### config.mk
export PLATFORM = sky130hd
export DESIGN_NAME = lcd_bus_responder
export DESIGN_NICKNAME = d
export VERILOG_FILES = /design/src/rtl/lcd_pkg.sv /design/src/rtl/lcd_bus_responder_sync.sv /design/src/rtl/lcd_bus_responder.sv
export SDC_FILE = /design/constraint.sdc
export NUM_CORES = 1
export LEC_CHECK = 0
export BUFFER_PORTS_ARGS = -buffer_cell sky130_fd_sc_hd__buf_2
export CORE_MARGIN = 3
export CORE_UTILIZATION = 36
export CTS_CLUSTER_DIAMETER = 200
export DETAILED_ROUTE_END_ITERATION = 6
export GPL_TIMING_DRIVEN = 0
export HOLD_SLACK_MARGIN = 0.06
export SLEW_MARGIN = 20
export SYNTH_ARGS = -nofsm -noshare
export SYNTH_HDL_FRONTEND = slang
export SYNTH_SLANG_ARGS = --single-unit
### constraint.sdc
create_clock -name clk -period 4.2 [get_ports clk]
set_input_delay 0.21 -clock clk [delete_from_list [all_inputs] [get_ports clk]]
set_output_delay 0.21 -clock clk [all_outputs]
set_load 0.05 [all_outputs]
### src/rtl/lcd_pkg.sv
// Shared definitions for the HD44780-style bus responder: opcode classes,
// bus bundle type and small address/status helpers.
package lcd_pkg;

    localparam int          DDRAM_DEPTH = 32;
    localparam logic [7:0]  FILL_CHAR   = 8'h20;
    localparam logic [6:0]  LINE2_BASE  = 7'h40;

    localparam logic [7:0]  OP_DDRAM_MASK = 8'h80;
    localparam logic [7:0]  OP_CGRAM_MASK = 8'h40;
    localparam logic [7:0]  OP_FUNC_MASK  = 8'h20;
    localparam logic [7:0]  OP_SHIFT_MASK = 8'h10;
    localparam logic [7:0]  OP_DISP_MASK  = 8'h08;
    localparam logic [7:0]  OP_ENTRY_MASK = 8'h04;
    localparam logic [7:0]  OP_HOME_MASK  = 8'h02;
    localparam logic [7:0]  OP_CLEAR_MASK = 8'h01;

    typedef enum logic [3:0] {
        OP_NOP,
        OP_CLEAR,
        OP_HOME,
        OP_ENTRY,
        OP_DISP,
        OP_SHIFT,
        OP_FUNC,
        OP_CGRAM,
        OP_DDRAM
    } op_e;

    typedef struct packed {
        logic       e;
        logic       rs;
        logic       rw;
        logic [7:0] db;
    } bus_t;

    // The instruction class is set by the most significant 1 in the byte.
    function automatic op_e decode_op(input logic [7:0] db);
        if      ((db & OP_DDRAM_MASK) != 8'h00) return OP_DDRAM;
        else if ((db & OP_CGRAM_MASK) != 8'h00) return OP_CGRAM;
        else if ((db & OP_FUNC_MASK)  != 8'h00) return OP_FUNC;
        else if ((db & OP_SHIFT_MASK) != 8'h00) return OP_SHIFT;
        else if ((db & OP_DISP_MASK)  != 8'h00) return OP_DISP;
        else if ((db & OP_ENTRY_MASK) != 8'h00) return OP_ENTRY;
        else if ((db & OP_HOME_MASK)  != 8'h00) return OP_HOME;
        else if ((db & OP_CLEAR_MASK) != 8'h00) return OP_CLEAR;
        else                                    return OP_NOP;
    endfunction

    // Map a 7-bit DDRAM address (0x00-0x0F line 1, 0x40-0x4F line 2) to the 5-bit AC.
    function automatic logic [4:0] ddram_to_ac(input logic [6:0] addr);
        logic line2;
        line2 = (addr & LINE2_BASE) != 7'h00;
        return {line2, addr[3:0]};
    endfunction

    function automatic logic [4:0] step_ac(input logic [4:0] ac, input logic inc);
        return inc ? ac + 5'd1 : ac - 5'd1;
    endfunction

    function automatic logic [7:0] status_byte(input logic busy, input logic [4:0] ac);
        return {busy, ac[4], 2'b00, ac[3:0]};
    endfunction

endpackage

### src/rtl/lcd_bus_responder_sync.sv
// Two-flop synchronizer for the whole LCD bus bundle plus E falling-edge
// detection; the strobe carries RS/RW/DB from the sample taken before E fell.
module lcd_strobe_sync
    import lcd_pkg::*;
(
    input  logic       clk,
    input  logic       rst,
    input  logic       e,
    input  logic       rs,
    input  logic       rw,
    input  logic [7:0] db,
    output logic       e_s,
    output logic       rs_s,
    output logic       rw_s,
    output logic [7:0] db_s,
    output logic       strb,
    output logic       strb_rs,
    output logic       strb_rw,
    output logic [7:0] strb_db
);

    bus_t sync1_q, sync1_d;
    bus_t sync2_q, sync2_d;
    bus_t prev_q,  prev_d;

    always_comb begin
        sync1_d = '{e: e, rs: rs, rw: rw, db: db};
        sync2_d = sync1_q;
        prev_d  = sync2_q;
    end

    always_ff @(posedge clk or negedge rst) begin
        if (!rst) begin
            sync1_q <= '0;
            sync2_q <= '0;
            prev_q  <= '0;
        end else begin
            sync1_q <= sync1_d;
            sync2_q <= sync2_d;
            prev_q  <= prev_d;
        end
    end

    assign e_s     = sync2_q.e;
    assign rs_s    = sync2_q.rs;
    assign rw_s    = sync2_q.rw;
    assign db_s    = sync2_q.db;
    assign strb    = prev_q.e & ~sync2_q.e;
    assign strb_rs = prev_q.rs;
    assign strb_rw = prev_q.rw;
    assign strb_db = prev_q.db;

endmodule

### src/rtl/lcd_bus_responder.sv
// Display-side HD44780-style bus responder: instruction decode, 32-byte DDRAM,
// address counter, mode flags, busy-flag timing and read-back.
module lcd_bus_responder
    import lcd_pkg::*;
#(
    parameter int BUSY_INS_CYCLES = 40,
    parameter int BUSY_CLR_CYCLES = 1520
) (
    input  logic       clk,
    input  logic       rst,
    input  logic       RS,
    input  logic       E,
    input  logic       RW,
    input  logic [7:0] DB_in,
    output logic [7:0] DB_out,
    output logic       DB_oe,
    output logic       busy,
    output logic [4:0] ac,
    output logic       disp_on,
    output logic       cursor_on,
    output logic       blink_on,
    output logic       inc_mode,
    output logic       shift_mode,
    output logic       two_line,
    output logic       dl8,
    input  logic [4:0] dbg_addr,
    output logic [7:0] dbg_char,
    output logic       cmd_valid,
    output logic       cmd_rs,
    output logic [7:0] cmd_byte,
    output logic       err_busy
);

    localparam int BUSY_MAX = (BUSY_CLR_CYCLES > BUSY_INS_CYCLES) ? BUSY_CLR_CYCLES : BUSY_INS_CYCLES;
    localparam int CNT_W    = $clog2(BUSY_MAX + 1);

    logic       e_s, rs_s, rw_s;
    logic [7:0] db_s;
    logic       strb, strb_rs, strb_rw;
    logic [7:0] strb_db;

    lcd_strobe_sync u_sync (
        .clk     (clk),
        .rst     (rst),
        .e       (E),
        .rs      (RS),
        .rw      (RW),
        .db      (DB_in),
        .e_s     (e_s),
        .rs_s    (rs_s),
        .rw_s    (rw_s),
        .db_s    (db_s),
        .strb    (strb),
        .strb_rs (strb_rs),
        .strb_rw (strb_rw),
        .strb_db (strb_db)
    );

    logic [4:0]       ac_q, ac_d;
    logic             disp_on_q, disp_on_d;
    logic             cursor_on_q, cursor_on_d;
    logic             blink_on_q, blink_on_d;
    logic             inc_mode_q, inc_mode_d;
    logic             shift_mode_q, shift_mode_d;
    logic             two_line_q, two_line_d;
    logic             dl8_q, dl8_d;
    logic [CNT_W-1:0] busy_cnt_q, busy_cnt_d;
    logic             fill_active_q, fill_active_d;
    logic [4:0]       fill_idx_q, fill_idx_d;
    logic             cmd_valid_q, cmd_valid_d;
    logic             cmd_rs_q, cmd_rs_d;
    logic [7:0]       cmd_byte_q, cmd_byte_d;
    logic             err_busy_q, err_busy_d;
    logic [7:0]       db_out_q, db_out_d;
    logic             db_oe_q, db_oe_d;

    logic [7:0]       mem_q [DDRAM_DEPTH];
    logic             mem_we;
    logic [4:0]       mem_waddr;
    logic [7:0]       mem_wdata;
    logic             busy_now;
    logic             status_read;
    op_e              op;

    assign busy_now    = (busy_cnt_q != '0);
    assign status_read = strb_rw & ~strb_rs;
    assign op          = decode_op(strb_db);

    always_comb begin
        ac_d          = ac_q;
        disp_on_d     = disp_on_q;
        cursor_on_d   = cursor_on_q;
        blink_on_d    = blink_on_q;
        inc_mode_d    = inc_mode_q;
        shift_mode_d  = shift_mode_q;
        two_line_d    = two_line_q;
        dl8_d         = dl8_q;
        busy_cnt_d    = busy_now ? busy_cnt_q - 1'b1 : busy_cnt_q;
        fill_active_d = fill_active_q;
        fill_idx_d    = fill_idx_q;
        cmd_valid_d   = 1'b0;
        cmd_rs_d      = cmd_rs_q;
        cmd_byte_d    = cmd_byte_q;
        err_busy_d    = 1'b0;
        mem_we        = 1'b0;
        mem_waddr     = ac_q;
        mem_wdata     = strb_db;

        // Read data is presented only while the synchronized E and RW are both high.
        db_oe_d  = e_s & rw_s;
        db_out_d = 8'h00;
        if (db_oe_d) begin
            db_out_d = rs_s ? mem_q[ac_q] : status_byte(busy_now, ac_q);
        end

        if (fill_active_q) begin
            mem_we     = 1'b1;
            mem_waddr  = fill_idx_q;
            mem_wdata  = FILL_CHAR;
            fill_idx_d = fill_idx_q + 5'd1;
            if (fill_idx_q == 5'(DDRAM_DEPTH - 1)) begin
                fill_active_d = 1'b0;
            end
        end

        if (strb) begin
            if (status_read) begin
                cmd_valid_d = 1'b1;
                cmd_rs_d    = 1'b0;
                cmd_byte_d  = strb_db;
            end else if (busy_now) begin
                err_busy_d = 1'b1;
            end else begin
                cmd_valid_d = 1'b1;
                cmd_rs_d    = strb_rs;
                cmd_byte_d  = strb_db;
                busy_cnt_d  = CNT_W'(BUSY_INS_CYCLES);
                if (strb_rs) begin
                    if (!strb_rw) begin
                        mem_we    = 1'b1;
                        mem_waddr = ac_q;
                        mem_wdata = strb_db;
                    end
                    ac_d = step_ac(ac_q, inc_mode_q);
                end else begin
                    unique case (op)
                        OP_DDRAM: ac_d = ddram_to_ac(strb_db[6:0]);
                        OP_FUNC: begin
                            dl8_d      = strb_db[4];
                            two_line_d = strb_db[3];
                        end
                        OP_SHIFT: begin
                            if (!strb_db[3]) begin
                                ac_d = step_ac(ac_q, strb_db[2]);
                            end
                        end
                        OP_DISP: begin
                            disp_on_d   = strb_db[2];
                            cursor_on_d = strb_db[1];
                            blink_on_d  = strb_db[0];
                        end
                        OP_ENTRY: begin
                            inc_mode_d   = strb_db[1];
                            shift_mode_d = strb_db[0];
                        end
                        OP_HOME: begin
                            ac_d       = 5'd0;
                            busy_cnt_d = CNT_W'(BUSY_CLR_CYCLES);
                        end
                        OP_CLEAR: begin
                            ac_d          = 5'd0;
                            inc_mode_d    = 1'b1;
                            busy_cnt_d    = CNT_W'(BUSY_CLR_CYCLES);
                            fill_active_d = 1'b1;
                            fill_idx_d    = 5'd0;
                        end
                        default: ;
                    endcase
                end
            end
        end
    end

    // Reset re-arms the power-on clear: busy loaded with the long time, fill from entry 0.
    always_ff @(posedge clk or negedge rst) begin
        if (!rst) begin
            ac_q          <= 5'd0;
            disp_on_q     <= 1'b0;
            cursor_on_q   <= 1'b0;
            blink_on_q    <= 1'b0;
            inc_mode_q    <= 1'b1;
            shift_mode_q  <= 1'b0;
            two_line_q    <= 1'b0;
            dl8_q         <= 1'b1;
            busy_cnt_q    <= CNT_W'(BUSY_CLR_CYCLES);
            fill_active_q <= 1'b1;
            fill_idx_q    <= 5'd0;
            cmd_valid_q   <= 1'b0;
            cmd_rs_q      <= 1'b0;
            cmd_byte_q    <= 8'h00;
            err_busy_q    <= 1'b0;
            db_out_q      <= 8'h00;
            db_oe_q       <= 1'b0;
        end else begin
            ac_q          <= ac_d;
            disp_on_q     <= disp_on_d;
            cursor_on_q   <= cursor_on_d;
            blink_on_q    <= blink_on_d;
            inc_mode_q    <= inc_mode_d;
            shift_mode_q  <= shift_mode_d;
            two_line_q    <= two_line_d;
            dl8_q         <= dl8_d;
            busy_cnt_q    <= busy_cnt_d;
            fill_active_q <= fill_active_d;
            fill_idx_q    <= fill_idx_d;
            cmd_valid_q   <= cmd_valid_d;
            cmd_rs_q      <= cmd_rs_d;
            cmd_byte_q    <= cmd_byte_d;
            err_busy_q    <= err_busy_d;
            db_out_q      <= db_out_d;
            db_oe_q       <= db_oe_d;
        end
    end

    always_ff @(posedge clk) begin
        if (mem_we) begin
            mem_q[mem_waddr] <= mem_wdata;
        end
    end

    assign DB_out     = db_out_q;
    assign DB_oe      = db_oe_q;
    assign busy       = busy_now;
    assign ac         = ac_q;
    assign disp_on    = disp_on_q;
    assign cursor_on  = cursor_on_q;
    assign blink_on   = blink_on_q;
    assign inc_mode   = inc_mode_q;
    assign shift_mode = shift_mode_q;
    assign two_line   = two_line_q;
    assign dl8        = dl8_q;
    assign dbg_char   = mem_q[dbg_addr];
    assign cmd_valid  = cmd_valid_q;
    assign cmd_rs     = cmd_rs_q;
    assign cmd_byte   = cmd_byte_q;
    assign err_busy   = err_busy_q;

endmodule

## Yosys cells after proc, flatten, opt, wreduce, memory -nomap -nowiden

Memory sizes are Yosys's and may differ from the RTL's.
Index checks and enable logic that the tools add are counted.

- Output and inout port bits: 41
- Word-level logic and storage cells: 126
- Input bits: 18
- Bits in registers: 82
- Memories kept: 1
- Bits in writable memories: 256

Memory list:

| memory | words | bits a word | rd ports | clocked after memory_dff | write ports | RTL line | text |
|---|---|---|---|---|---|---|---|
| mem_q | 32 | 8 | 2 | 0 | 1 | lcd_bus_responder.sv:77 | `logic [7:0] mem_q [DDRAM_DEPTH];` |

- Mux-type cells: 65
- Reductions and logical operators: 10
- Bitwise logic cells: 7
- Add/sub/neg operators: 4
- Equal/unequal tests: 10

Operator list:

| operator | number |
|---|---|
| 5-bit two-way mux | 16 |
| 8-bit two-way mux | 10 |
| 11-bit two-way mux | 6 |
| 5-bit AND reduction | 5 |
| 1-bit two-way mux | 24 |
| 4-bit two-way mux | 4 |
| 5-bit case mux with 3 select lines | 1 |
| 4-bit by 3-bit == test with 1-bit output (second input constant) | 3 |
| 11-bit nonzero test | 1 |
| 11-bit by 1-bit subtractor with 11-bit output (second input constant) | 1 |
| 5-bit by 1-bit adder with 5-bit output (second input constant) | 2 |
| 4-bit by 2-bit == test with 1-bit output (second input constant) | 2 |
| 5-bit == test (second input constant) | 1 |
| 5-bit by 1-bit subtractor with 5-bit output (second input constant) | 1 |
| 4-bit by 1-bit == test with 1-bit output (second input constant) | 1 |
| 4-bit == test (second input constant) | 1 |
| 2-bit two-way mux | 2 |
| 1-bit NOT | 4 |
| 4-bit nonzero test | 1 |
| 1-bit AND | 3 |
| 3-bit two-way mux | 1 |
| 3-bit by 2-bit != test with 1-bit output (second input constant) | 1 |
| 2-bit by 1-bit != test with 1-bit output (second input constant) | 1 |
| 1-bit case mux with 2 select lines | 1 |
| 3 further kinds | 3 |

## Logic depth before layout (Yosys ltp)

Gate-level depths: netlist (run 1).

- Word-level depth: 15
- Mapped depth: 11
- Gate-level depth less buffers: 8

## Modules after synthesis

Synthesis (run 1) repeated with hierarchy kept, for this count alone.

- Cells, all modules: 917
- Area total of the unflattened synthesis: 15,760.1 µm²

Modules (own cells, without submodules):

| module | sequential area each (µm²) | area an instance (µm²) | instances | cells an instance |
|---|---|---|---|---|
| lcd_bus_responder | 8,924.8 | 14,860.5 | 1 | 875 |
| lcd_strobe_sync | 825.8 | 899.6 | 1 | 42 |

## Worst setup path after synthesis (run 1)

OpenSTA, ideal clock, no wires.

- Path kind: reg-to-reg
- Start point: register ac_q[0], in the netlist ac[0]
- End point: memory mem_q[11][0] (enable)
- Arrival time: 2.259 ns
- Path buffers: 4
- Required time: 3.830 ns
- Clock period less this slack: 2.629 ns
- Cell stages (with the launch flop): 9
- Setup time: 0.370 ns
- Setup slack: 1.571 ns
- Cells stage by stage: dfrtp_1 > buf_6 > buf_8 > buf_4 > buf_4 > inv_1 > nor3_1 > a41oi_1 > nor2_1

- Longest elaborated chain between the ends: 6

Ends and longest elaborated chain:

| what | RTL line | text |
|---|---|---|
| start, declared | lcd_bus_responder.sv:59 | `logic [4:0] ac_q, ac_d;` |
| start signal, assigned | lcd_bus_responder.sv:187 | `ac_q <= 5'd0;` |
| start signal, assigned | lcd_bus_responder.sv:205 | `ac_q <= ac_d;` |
| 5-bit two-way mux | lcd_bus_responder.sv:116 | `if (fill_active_q) begin` |
| 5-bit two-way mux | lcd_bus_responder.sv:139 | `if (!strb_rw) begin` |
| 5-bit two-way mux | lcd_bus_responder.sv:138 | `if (strb_rs) begin` |
| 5-bit two-way mux | lcd_bus_responder.sv:131 | `end else if (busy_now) begin` |
| 5-bit two-way mux | lcd_bus_responder.sv:127 | `if (status_read) begin` |
| 5-bit two-way mux (*) | lcd_bus_responder.sv:126 | `if (strb) begin` |
| end, declared | lcd_bus_responder.sv:77 |  |

Mark *: on every way between the ends. The rest lies on a longest branch, timed or not.

## Worst setup path in the final report (run 1)

- Start point: register busy_cnt_q[0]
- End point: memory mem_q[15][7] (enable)

- Longest elaborated chain between the ends: 6
- Elaborated cells on any way between the ends: 9
- Classes of those cells: 8 x mux; 1 x reduce/logical

Ends and longest elaborated chain:

| what | RTL line | text |
|---|---|---|
| start, declared | lcd_bus_responder.sv:67 | `logic [CNT_W-1:0] busy_cnt_q, busy_cnt_d;` |
| start signal, assigned | lcd_bus_responder.sv:195 | `busy_cnt_q <= CNT_W'(BUSY_CLR_CYCLES);` |
| start signal, assigned | lcd_bus_responder.sv:213 | `busy_cnt_q <= busy_cnt_d;` |
| 11-bit nonzero test (*) | lcd_bus_responder.sv:85 | `assign busy_now = (busy_cnt_q != '0);` |
| 1-bit two-way mux | lcd_bus_responder.sv:131 |  |
| 1-bit two-way mux | lcd_bus_responder.sv:127 |  |
| 1-bit two-way mux | lcd_bus_responder.sv:126 |  |
| 1-bit two-way mux | lcd_bus_responder.sv:226 | `if (mem_we) begin` |
| 1-bit two-way mux (not written as such) | lcd_bus_responder.sv:227 | `mem_q[mem_waddr] <= mem_wdata;` |

Marks and branches as above.

==> impl_results.rst, run 1 <==
.. list-table::
   :header-rows: 1

   * - Metric
     - Value
   * - P&R area growth vs syn
     - 16.2%
   * - Netlist Area Pre-Place
     - 15,600 sq um
   * - Grt ovf
     - 0
   * - DPL Wire Length
     - ~33 mm
   * - Kind of capture point of the worst setup path
     - flip-flop
   * - Count of pins over their slew limit
     - 0
   * - Maximum vdd drop
     - ~0.00026 V
   * - Fraction of final layout cells sized beyond drive strength 1
     - 0.323
   * - First-pass GRT wire length
     - 68.7 mm
   * - Initial DRC count
     - 1,197
   * - Remaining routing DRC violations
     - 0
   * - Post-synthesis net count
     - 926
   * - Reg clk slew, reported paths
     - 60 ps
   * - Time the final worst path needs with I/O delays and setup
     - 3560 ps
   * - Port Buffer Count
     - 53
   * - Average vias per placed instance
     - 5.91
   * - Final design area excluding fillers
     - 18,100 sq um
   * - Critical-path cell list
     - inv_1 -> ha_1 -> nor4b_4 -> nand4_1 -> clkbuf_1 -> nor3_1 -> a41oi_2 -> buf_6 -> nor2_1
   * - Post-route antenna net violation count
     - 0
   * - Starting utilization of the core area
     - 0.368
   * - Worst slew margin relative to its limit
     - 0.302
   * - Final worst clock skew
     - 26.5 ps
   * - Pleak
     - 6.09 nW
   * - Slowest cell on the critical path
     - sky130_fd_sc_hd__nor2_1
   * - Nets@finish
     - 1,039
   * - Data arrival time of the critical path
     - 3700 ps
   * - Result of the run
     - complete, no violations
   * - Initial antenna violation count
     - 2
   * - Max Fclk
     - between 200 and 300 MHz
   * - Critical Path Fanout Max
     - 10
   * - Antenna cell count
     - 0
   * - Data required time of the critical path
     - 4350 ps
   * - Finished Layout Cells
     - roughly 1.6k
   * - Final number of hold-violating endpoints
     - 0
   * - Core box area
     - 42,400 sq um
   * - Number of different library cells in the post-synthesis netlist
     - 66
   * - Largest net degree at the start of global routing
     - 59
   * - Sequential share of the synthesized area
     - 0.625
   * - RSZ-0062 raised after global routing
     - false
   * - Actual slew at the worst max-slew pin
     - 1050 ps
   * - Min-delay worst type
     - primary input to asynchronous set/reset pin
   * - DIE HEIGHT
     - 214 microns
   * - Most instantiated library cell after synthesis
     - sky130_fd_sc_hd__edfxtp_1
   * - Synthesized flop and latch total
     - 338
   * - Clock tree root buffer cell
     - sky130_fd_sc_hd__clkbuf_16
   * - Avg WL per Cell
     - 29.1 microns
   * - Final worst-path cycle share
     - 0.847
   * - Gr usage total
     - 0.205
   * - Cells after DPL
     - 1,539
   * - Async set or reset register ratio after synthesis
     - 0.243
   * - Power density cells
     - 478 nW/um^2
   * - Number of top-level pins
     - between 50 and 60
   * - Number of warnings issued by yosys
     - 0
   * - Fill cell count
     - 3,811
   * - Mapped Avg Cell Area
     - 17.3 sq um
   * - Total cell area at the placement stage
     - 16,800 sq um
   * - CTS-repair resized insts
     - 0
   * - Final weighted congestion in routability-driven placement
     - 0.892
   * - Source-to-sink clock delay at the later pin of the worst-skew pair
     - around 550 ps
   * - Number of buffers added by the clock tree synthesis step
     - 38
   * - Largest buffer count on any clock path
     - 3
   * - Depth of the CTS H-tree
     - 2
   * - Category of the worst setup path launch point
     - flip-flop
   * - Type of the worst setup path
     - flip-flop to flip-flop
   * - List of most frequent post-synthesis cells
     - sky130_fd_sc_hd__edfxtp_1, sky130_fd_sc_hd__mux4_2, sky130_fd_sc_hd__dfrtp_1
   * - Maximum capacitance violations
     - 0
   * - DR pass1 iterations
     - 6
   * - Setup bufs post-CTS
     - 0
   * - TritonCTS Sinks
     - 338
   * - Post-synth top area cell
     - sky130_fd_sc_hd__edfxtp_1
   * - Number of global-route vias before repair
     - about 10k
   * - Final total negative setup slack
     - 0 ps
   * - Vias after detailed routing
     - around 9.6k
   * - Total length of routed wires
     - 47.2 mm
   * - Area enclosed by the die boundary
     - about 46,000 sq um
   * - Number of enable flip-flop cells after synthesis
     - between 200 and 300
   * - Setup violators final
     - 0
   * - Delay of the slowest cell on the worst path
     - 780 ps
   * - Synth area leaders
     - sky130_fd_sc_hd__edfxtp_1, sky130_fd_sc_hd__mux4_2, sky130_fd_sc_hd__dfrtp_1
   * - Horizontal die dimension
     - 214 microns
   * - Synth top area share
     - 0.493
   * - Clock tree from TritonCTS
     - yes
   * - # rows
     - 75
   * - Synth Instances
     - 901
   * - Main flop type after synthesis
     - sky130_fd_sc_hd__edfxtp_1
## area by class of cell
cell class              instances  area, sq um  share of cell area
plain buffers                  59          328              0.0181
repair buffers                 73          543              0.0299
inverters                      16         60.1             0.00331
flip-flops and latches        338         9750               0.538
multi-input cells             488         5540               0.305
well taps                     577          722              0.0398
clock buffers                  49         1040              0.0575
clock inverters                21          154             0.00849
## power breakdown
| group | switching (mW) | total, mW | internal (mW) |
|---|---|---|---|
| sequential | 0.113 | 3.84 | 3.73 |
| clock | 1.37 | 3.21 | 1.83 |
| combinational | 1.03 | 1.62 | 0.588 |
| total | 2.52 | 8.67 | 6.15 |
## registers in the layout, indices dropped and copies added (netlist names), 5 cells and up
register / cells
fill_idx_q: 5
u_sync.strb_db: 8
u_sync.sync1_q: 11
busy_cnt_q: 11
cmd_byte: 8
ac: 5
mem_q: 256
u_sync.db_s: 8
DB_out: 8
## path summary, 6_finish.rpt
check,startpoint,endpoint,slack [ps],cells after the start
min in group clk,DB_in[0],u_sync.sync1_q[0],310,2
max reg2reg,busy_cnt_q[0],mem_q[15][7],640,9
min,rst,DB_out[5],150,2
min reg2reg,u_sync.db_s[7],u_sync.strb_db[7],330,0
max,busy_cnt_q[0],mem_q[15][7],640,9
max in group asynchronous,rst,dl8,3400,3
## cells by family (layout without fill, tap and decap cells)
logic type	count (synthesis)	after routing	share of synthesized area
fa+ha+maj	7	7	0.00561
flops	338	338	0.625
simple gates	185	185	0.0605
compound gates	97	97	0.0436
xor+xnor	9	9	0.00505
buf+inv	75	218	0.0249
mux	190	190	0.236
## metrics by stage
step	hold slack [ps]	utilization	setup WS (ps)	power, mW
6_report	151	0.428	643	8.67
5_1_grt	180	0.428	444	8.95
4_1_cts	123	0.428	670	8.70
3_5_place_dp	156	0.397	732	5.51
3_3_place_gp	319	0.391	-144	5.47
2_1_floorplan	-85.6	-	1570	4.94
## per-layer routing
metal	track usage	vias to the layer above	share of wire
li1	-	3926	-
met1	0.281	5064	0.39
met2	0.331	512	0.48
met3	0.0422	82	0.10
met4	0.0661	2	0.034
met5	0	-	0.00015
## layout by cell type, fill, tap and decap left out, types with 6 or more instances in the layout
| cell type | Yosys | final |
|---|---|---|
| sky130_fd_sc_hd__a21oi_1 | 21 | 18 |
| sky130_fd_sc_hd__a31oi_1 | 16 | 14 |
| sky130_fd_sc_hd__a32o_1 | 7 | 7 |
| sky130_fd_sc_hd__and2_1 | 10 | 6 |
| sky130_fd_sc_hd__buf_1 | 9 | 9 |
| sky130_fd_sc_hd__buf_2 | 7 | 59 |
| sky130_fd_sc_hd__buf_4 | 15 | 16 |
| sky130_fd_sc_hd__buf_6 | 4 | 8 |
| sky130_fd_sc_hd__clkbuf_1 | 23 | 30 |
| sky130_fd_sc_hd__clkbuf_16 | 0 | 39 |
| sky130_fd_sc_hd__clkinv_1 | 1 | 8 |
| sky130_fd_sc_hd__clkinv_2 | 0 | 8 |
| sky130_fd_sc_hd__dfrtp_1 | 73 | 73 |
| sky130_fd_sc_hd__dfstp_2 | 9 | 9 |
| sky130_fd_sc_hd__dlygate4sd3_1 | 0 | 12 |
| sky130_fd_sc_hd__edfxtp_1 | 256 | 256 |
| sky130_fd_sc_hd__ha_1 | 7 | 7 |
| sky130_fd_sc_hd__inv_1 | 14 | 14 |
| sky130_fd_sc_hd__mux2_2 | 31 | 31 |
| sky130_fd_sc_hd__mux2i_1 | 21 | 21 |
| sky130_fd_sc_hd__mux4_2 | 135 | 135 |
| sky130_fd_sc_hd__nand2_1 | 33 | 33 |
| sky130_fd_sc_hd__nand2b_1 | 9 | 8 |
| sky130_fd_sc_hd__nand3_1 | 10 | 10 |
| sky130_fd_sc_hd__nand4_1 | 6 | 6 |
| sky130_fd_sc_hd__nor2_1 | 60 | 60 |
| sky130_fd_sc_hd__nor2b_1 | 7 | 7 |
| sky130_fd_sc_hd__nor3_1 | 22 | 22 |
| sky130_fd_sc_hd__nor4_1 | 9 | 9 |
| sky130_fd_sc_hd__o21ai_0 | 10 | 10 |
| sky130_fd_sc_hd__xnor2_1 | 7 | 7 |
## critical path: cells and delay by family, from the launching register on
family,cells,cell delay (ps)
buf+inv,3,770
fa+ha+maj,1,160
flops,1,400
compound gates,1,150
simple gates,4,1680
## repair_timing
action,4_1_cts,5_1_grt
hold endpoints to repair,84,0
hold buffers,12,0
endpoints found under the setup margin,0,0
Power figures use the tool's default switching activity.
==> inputs of run 2 (changes only) <==
--- a/config.mk
+++ b/config.mk
@@ -5,6 +5,7 @@
 export SDC_FILE = /design/constraint.sdc
 export NUM_CORES = 1
 export LEC_CHECK = 0
+export ABC_AREA = 1
 export BUFFER_PORTS_ARGS = -buffer_cell sky130_fd_sc_hd__buf_2
 export CORE_MARGIN = 3
 export CORE_UTILIZATION = 36
==> constraint.sdc (replaced) <==
create_clock -name clk -period 2.9 [get_ports clk]
set_input_delay 0.145 -clock clk [delete_from_list [all_inputs] [get_ports clk]]
set_output_delay 0.145 -clock clk [all_outputs]
set_load 0.05 [all_outputs]
==> impl_results.rst, run 2 <==
.. list-table::
   :header-rows: 1

   * - Metric
     - Value
   * - Reg clk slew, reported paths
     - 60 ps
   * - Nets@finish
     - around 1.8k
   * - Sequential Power Share
     - 0.419
   * - Power density cells
     - around 700 nW/um^2
   * - Data required time of the critical path
     - about 3000 ps
   * - Worst slew margin relative to its limit
     - 0.212
   * - Clock group share of total power
     - 0.349
   * - Actual slew at the worst max-slew pin
     - 1180 ps
   * - Setup violators final
     - ~250
   * - Leading cell type in the layout, fill and taps excluded
     - sky130_fd_sc_hd__nor2_1
   * - Maximum vdd drop
     - 0.000479 V
   * - Least setup slack across all paths after layout
     - -275 ps
   * - Max reg flops
     - approximately 260
   * - Number of enable flip-flop cells after synthesis
     - 256
   * - Final number of hold-violating endpoints
     - 0
   * - Most instantiated library cell after synthesis
     - sky130_fd_sc_hd__nor2_1
   * - Area of combinational cells with multiple inputs
     - between 5000 and 6000 sq um
   * - Final weighted congestion in routability-driven placement
     - around 1.0
   * - Total length of routed wires
     - 65.1 mm
   * - Clock tree root buffer cell
     - sky130_fd_sc_hd__clkbuf_16
   * - List of most frequent post-synthesis cells
     - sky130_fd_sc_hd__nor2_1, sky130_fd_sc_hd__edfxtp_1, sky130_fd_sc_hd__nand2_1
   * - Reg-to-Reg Start
     - ac[0]
   * - Kind of capture point of the worst setup path
     - flip-flop
   * - Clock tree from TritonCTS
     - yes
   * - Area fraction in and, or, nand and nor cells after synthesis
     - 0.198
   * - Violated checks
     - negative setup slack
   * - Number of different library cells in the post-synthesis netlist
     - 44
   * - Delay of the slowest cell on the worst path
     - ~700 ps
   * - Average vias per placed instance
     - a little over 6
   * - Remaining routing DRC violations
     - 0
   * - Highest-count cells in the layout ignoring fill and taps
     - sky130_fd_sc_hd__nor2_1, sky130_fd_sc_hd__edfxtp_1, sky130_fd_sc_hd__o21ai_0, sky130_fd_sc_hd__nand2_1, sky130_fd_sc_hd__nand3_1
   * - Initial DRC count
     - 2,445
   * - Mapped Avg Cell Area
     - ~9.7 sq um
   * - Synthesized flop and latch total
     - approximately 340
   * - Port Buffer Count
     - 56
   * - Initial antenna violation count
     - 3
   * - Critical-path cell list
     - buf_2 -> buf_2 -> buf_2 -> nand2_1 -> nand2_1 -> a21oi_1 -> nand2_1 -> nor2_2
   * - Synth top area share
     - 0.480
   * - Registers with the most flip-flops
     - mem_q x256, busy_cnt_q x11, u_sync.sync1_q x11
   * - Number of warnings issued by yosys
     - 0
   * - Grt ovf
     - 0
   * - # rows
     - 76
   * - Slowest cell on the critical path
     - sky130_fd_sc_hd__nor2_2
   * - Sequential share of the synthesized area
     - 0.609
   * - Largest buffer count on any clock path
     - 3
   * - Share of total power consumed by net switching
     - 0.335
   * - Most congested layer reported by global routing
     - met2
   * - Slack of the worst reg-to-reg path
     - -280 ps
   * - Arithmetic-cell share of the synthesized area counting full adders, half adders and majority gates
     - 0.00547
   * - Count of pins over their slew limit
     - 0
   * - Maximum capacitance violations
     - 0
   * - Final worst clock skew
     - 29.4 ps
   * - Area of all sequential standard cells
     - 9750 sq um
   * - Number of buffers added by the clock tree synthesis step
     - 37
   * - GRT met3 Usage
     - 0.0820
   * - Final worst-path cycle share
     - 1.09
   * - Largest net degree at the start of global routing
     - 45
   * - Synth Instances
     - 1,656
   * - Area enclosed by the die boundary
     - 47,000 sq um
   * - Post-synthesis net count
     - around 1.7k
   * - Fraction of final layout cells sized beyond drive strength 1
     - 0.131
   * - RSZ-0062 raised after global routing
     - true
   * - GR Util met2
     - 0.403
   * - Async set or reset register ratio after synthesis
     - 0.243
   * - Fraction of synthesized cell area in xor and xnor cells
     - 0.00602
   * - Utilization of the core after routing
     - 0.436
   * - Starting utilization of the core area
     - 0.368
   * - TritonCTS Sinks
     - 338
   * - Netlist Area Pre-Place
     - roughly 16,000 sq um
   * - Total Power
     - approximately 13 mW
   * - Critical Path Fanout Max
     - 10
   * - Main flop type after synthesis
     - sky130_fd_sc_hd__edfxtp_1
   * - Time the final worst path needs with I/O delays and setup
     - 3180 ps
   * - Antenna cell count
     - 0
   * - Final total negative setup slack
     - -45,910 ps
   * - Result of the run
     - finished with violations
   * - DPL Wire Length
     - 44.5 mm
   * - Core box area
     - 43,500 sq um
   * - Min-delay worst type
     - primary input to asynchronous set/reset pin
   * - Mux share of post-synthesis cell area
     - 0
   * - Net load switching power
     - around 4.4 mW
   * - Source-to-sink clock delay at the later pin of the worst-skew pair
     - between 500 and 600 ps
   * - Endpoint of the worst setup timing path
     - mem_q[2][1]
   * - Type of the worst setup path
     - flip-flop to flip-flop
   * - Max Fclk
     - 315 MHz
   * - GR met1 Demand/Resource
     - 0.362
   * - Category of the worst setup path launch point
     - flip-flop
   * - DIE HEIGHT
     - about 220 microns
   * - DR pass1 iterations
     - 7
   * - P&R area growth vs syn
     - 18.5%
   * - Vias after detailed routing
     - 14.5k
   * - Pleak
     - 6.93 nW
   * - Post-route antenna net violation count
     - 0
   * - First-pass GRT wire length
     - 92.6 mm
   * - Post-synth top area cell
     - sky130_fd_sc_hd__edfxtp_1
   * - Number of global-route vias before repair
     - 13.7k
   * - Gr usage total
     - 0.271
   * - Avg WL per Cell
     - 27.2 microns
   * - Data arrival time of the critical path
     - 3350 ps
   * - Post-Place Worst Slack
     - -435 ps
   * - End of the worst register-to-register path
     - mem_q[2][1]
   * - Synth area leaders
     - sky130_fd_sc_hd__edfxtp_1, sky130_fd_sc_hd__dfrtp_1, sky130_fd_sc_hd__nor2_1
   * - Horizontal die dimension
     - 217 microns
   * - Depth of the CTS H-tree
     - 2
   * - Startpoint of the worst setup timing path
     - ac[0]
   * - Gate power share
     - 0.232
   * - Fill cell count
     - around 4.2k
   * - Compound-Gate Fraction of Synth Area
     - 0.141
   * - Most flops, register
     - mem_q
   * - Total internal power
     - 8.79 mW
   * - Path depth of the worst reg2reg path
     - 8
   * - Main combinational cell family by area after synthesis
     - simple AND/OR/NAND/NOR gates
   * - Number of top-level pins
     - 59
run 2: stage by stage:
step	instance area, sq um	std cells	hold slack (ps)
finish	19000	2391	132
global route	19000	2391	181
CTS	18800	2386	130
detailed placement	17300	2305	175
global placement	17000	2297	253
floorplan	16000	1656	-151
run 2: layer usage:
layer  vias up  part of all wire
li1       6118                 -
met1      6903              0.37
met2      1207              0.42
met3       270              0.14
met4         4             0.060
met5         -           0.00048
run 2: critical path, delay by kind of cell (launching register included):
family / cells / cell delay [ps]
AOI/OAI and AO/OA: 1 / 180
buffers and inverters: 3 / 810
and+or+nand+nor: 4 / 1390
DFF: 1 / 400
run 2: repair_timing:
item / in CTS / in global routing
endpoints found under the hold margin: 91 / 0
gates resized for setup: 46 / 28
setup endpoints to repair: 261 / 269
buffers inserted: 6 / 5
hold buffers: 12 / 0
pin swaps: 5 / 4
run 2: layout make-up:
type | count | share of cell area
sequential | 338 | 0.514
tap | 585 | 0.0386
multi-input combinational | 1156 | 0.310
inverter | 63 | 0.0125
clock inverter | 6 | 0.00218
buffer | 99 | 0.0224
clock buffer | 57 | 0.0589
timing repair buffer | 87 | 0.0417
run 2: how the worst min path moves through the flow:
stage | from | endpoint | slack [ps] | depth (start not counted)
4_1_cts | rst | u_sync.prev_q[10] | 130 | 2
3_5_place_dp | rst | u_sync.sync1_q[1] | 180 | 1
2_1_floorplan | rst | DB_oe | -150 | 0
5_1_grt | rst | u_sync.sync1_q[2] | 180 | 2
6_report | rst | u_sync.prev_q[10] | 130 | 2
3_3_place_gp | DB_in[3] | u_sync.sync1_q[3] | 250 | 1
run 2: power groups by stage:
stage	registers, mW	clock network, mW	logic [mW]
floorplan	5.78	0	1.54
CTS	5.53	4.62	2.91
global placement	5.63	0	2.79
finish	5.53	4.61	3.07
detailed placement	5.63	0	2.87
global route	5.55	4.83	3.19
run 2: cell families (layout without fill, tap and decap cells):
kind of cell | after synthesis | after routing
fa+ha+maj | 7 | 7
simple gates | 753 | 753
xor+xnor | 11 | 11
compound gates | 385 | 385
buf+inv | 162 | 312
flops | 338 | 338
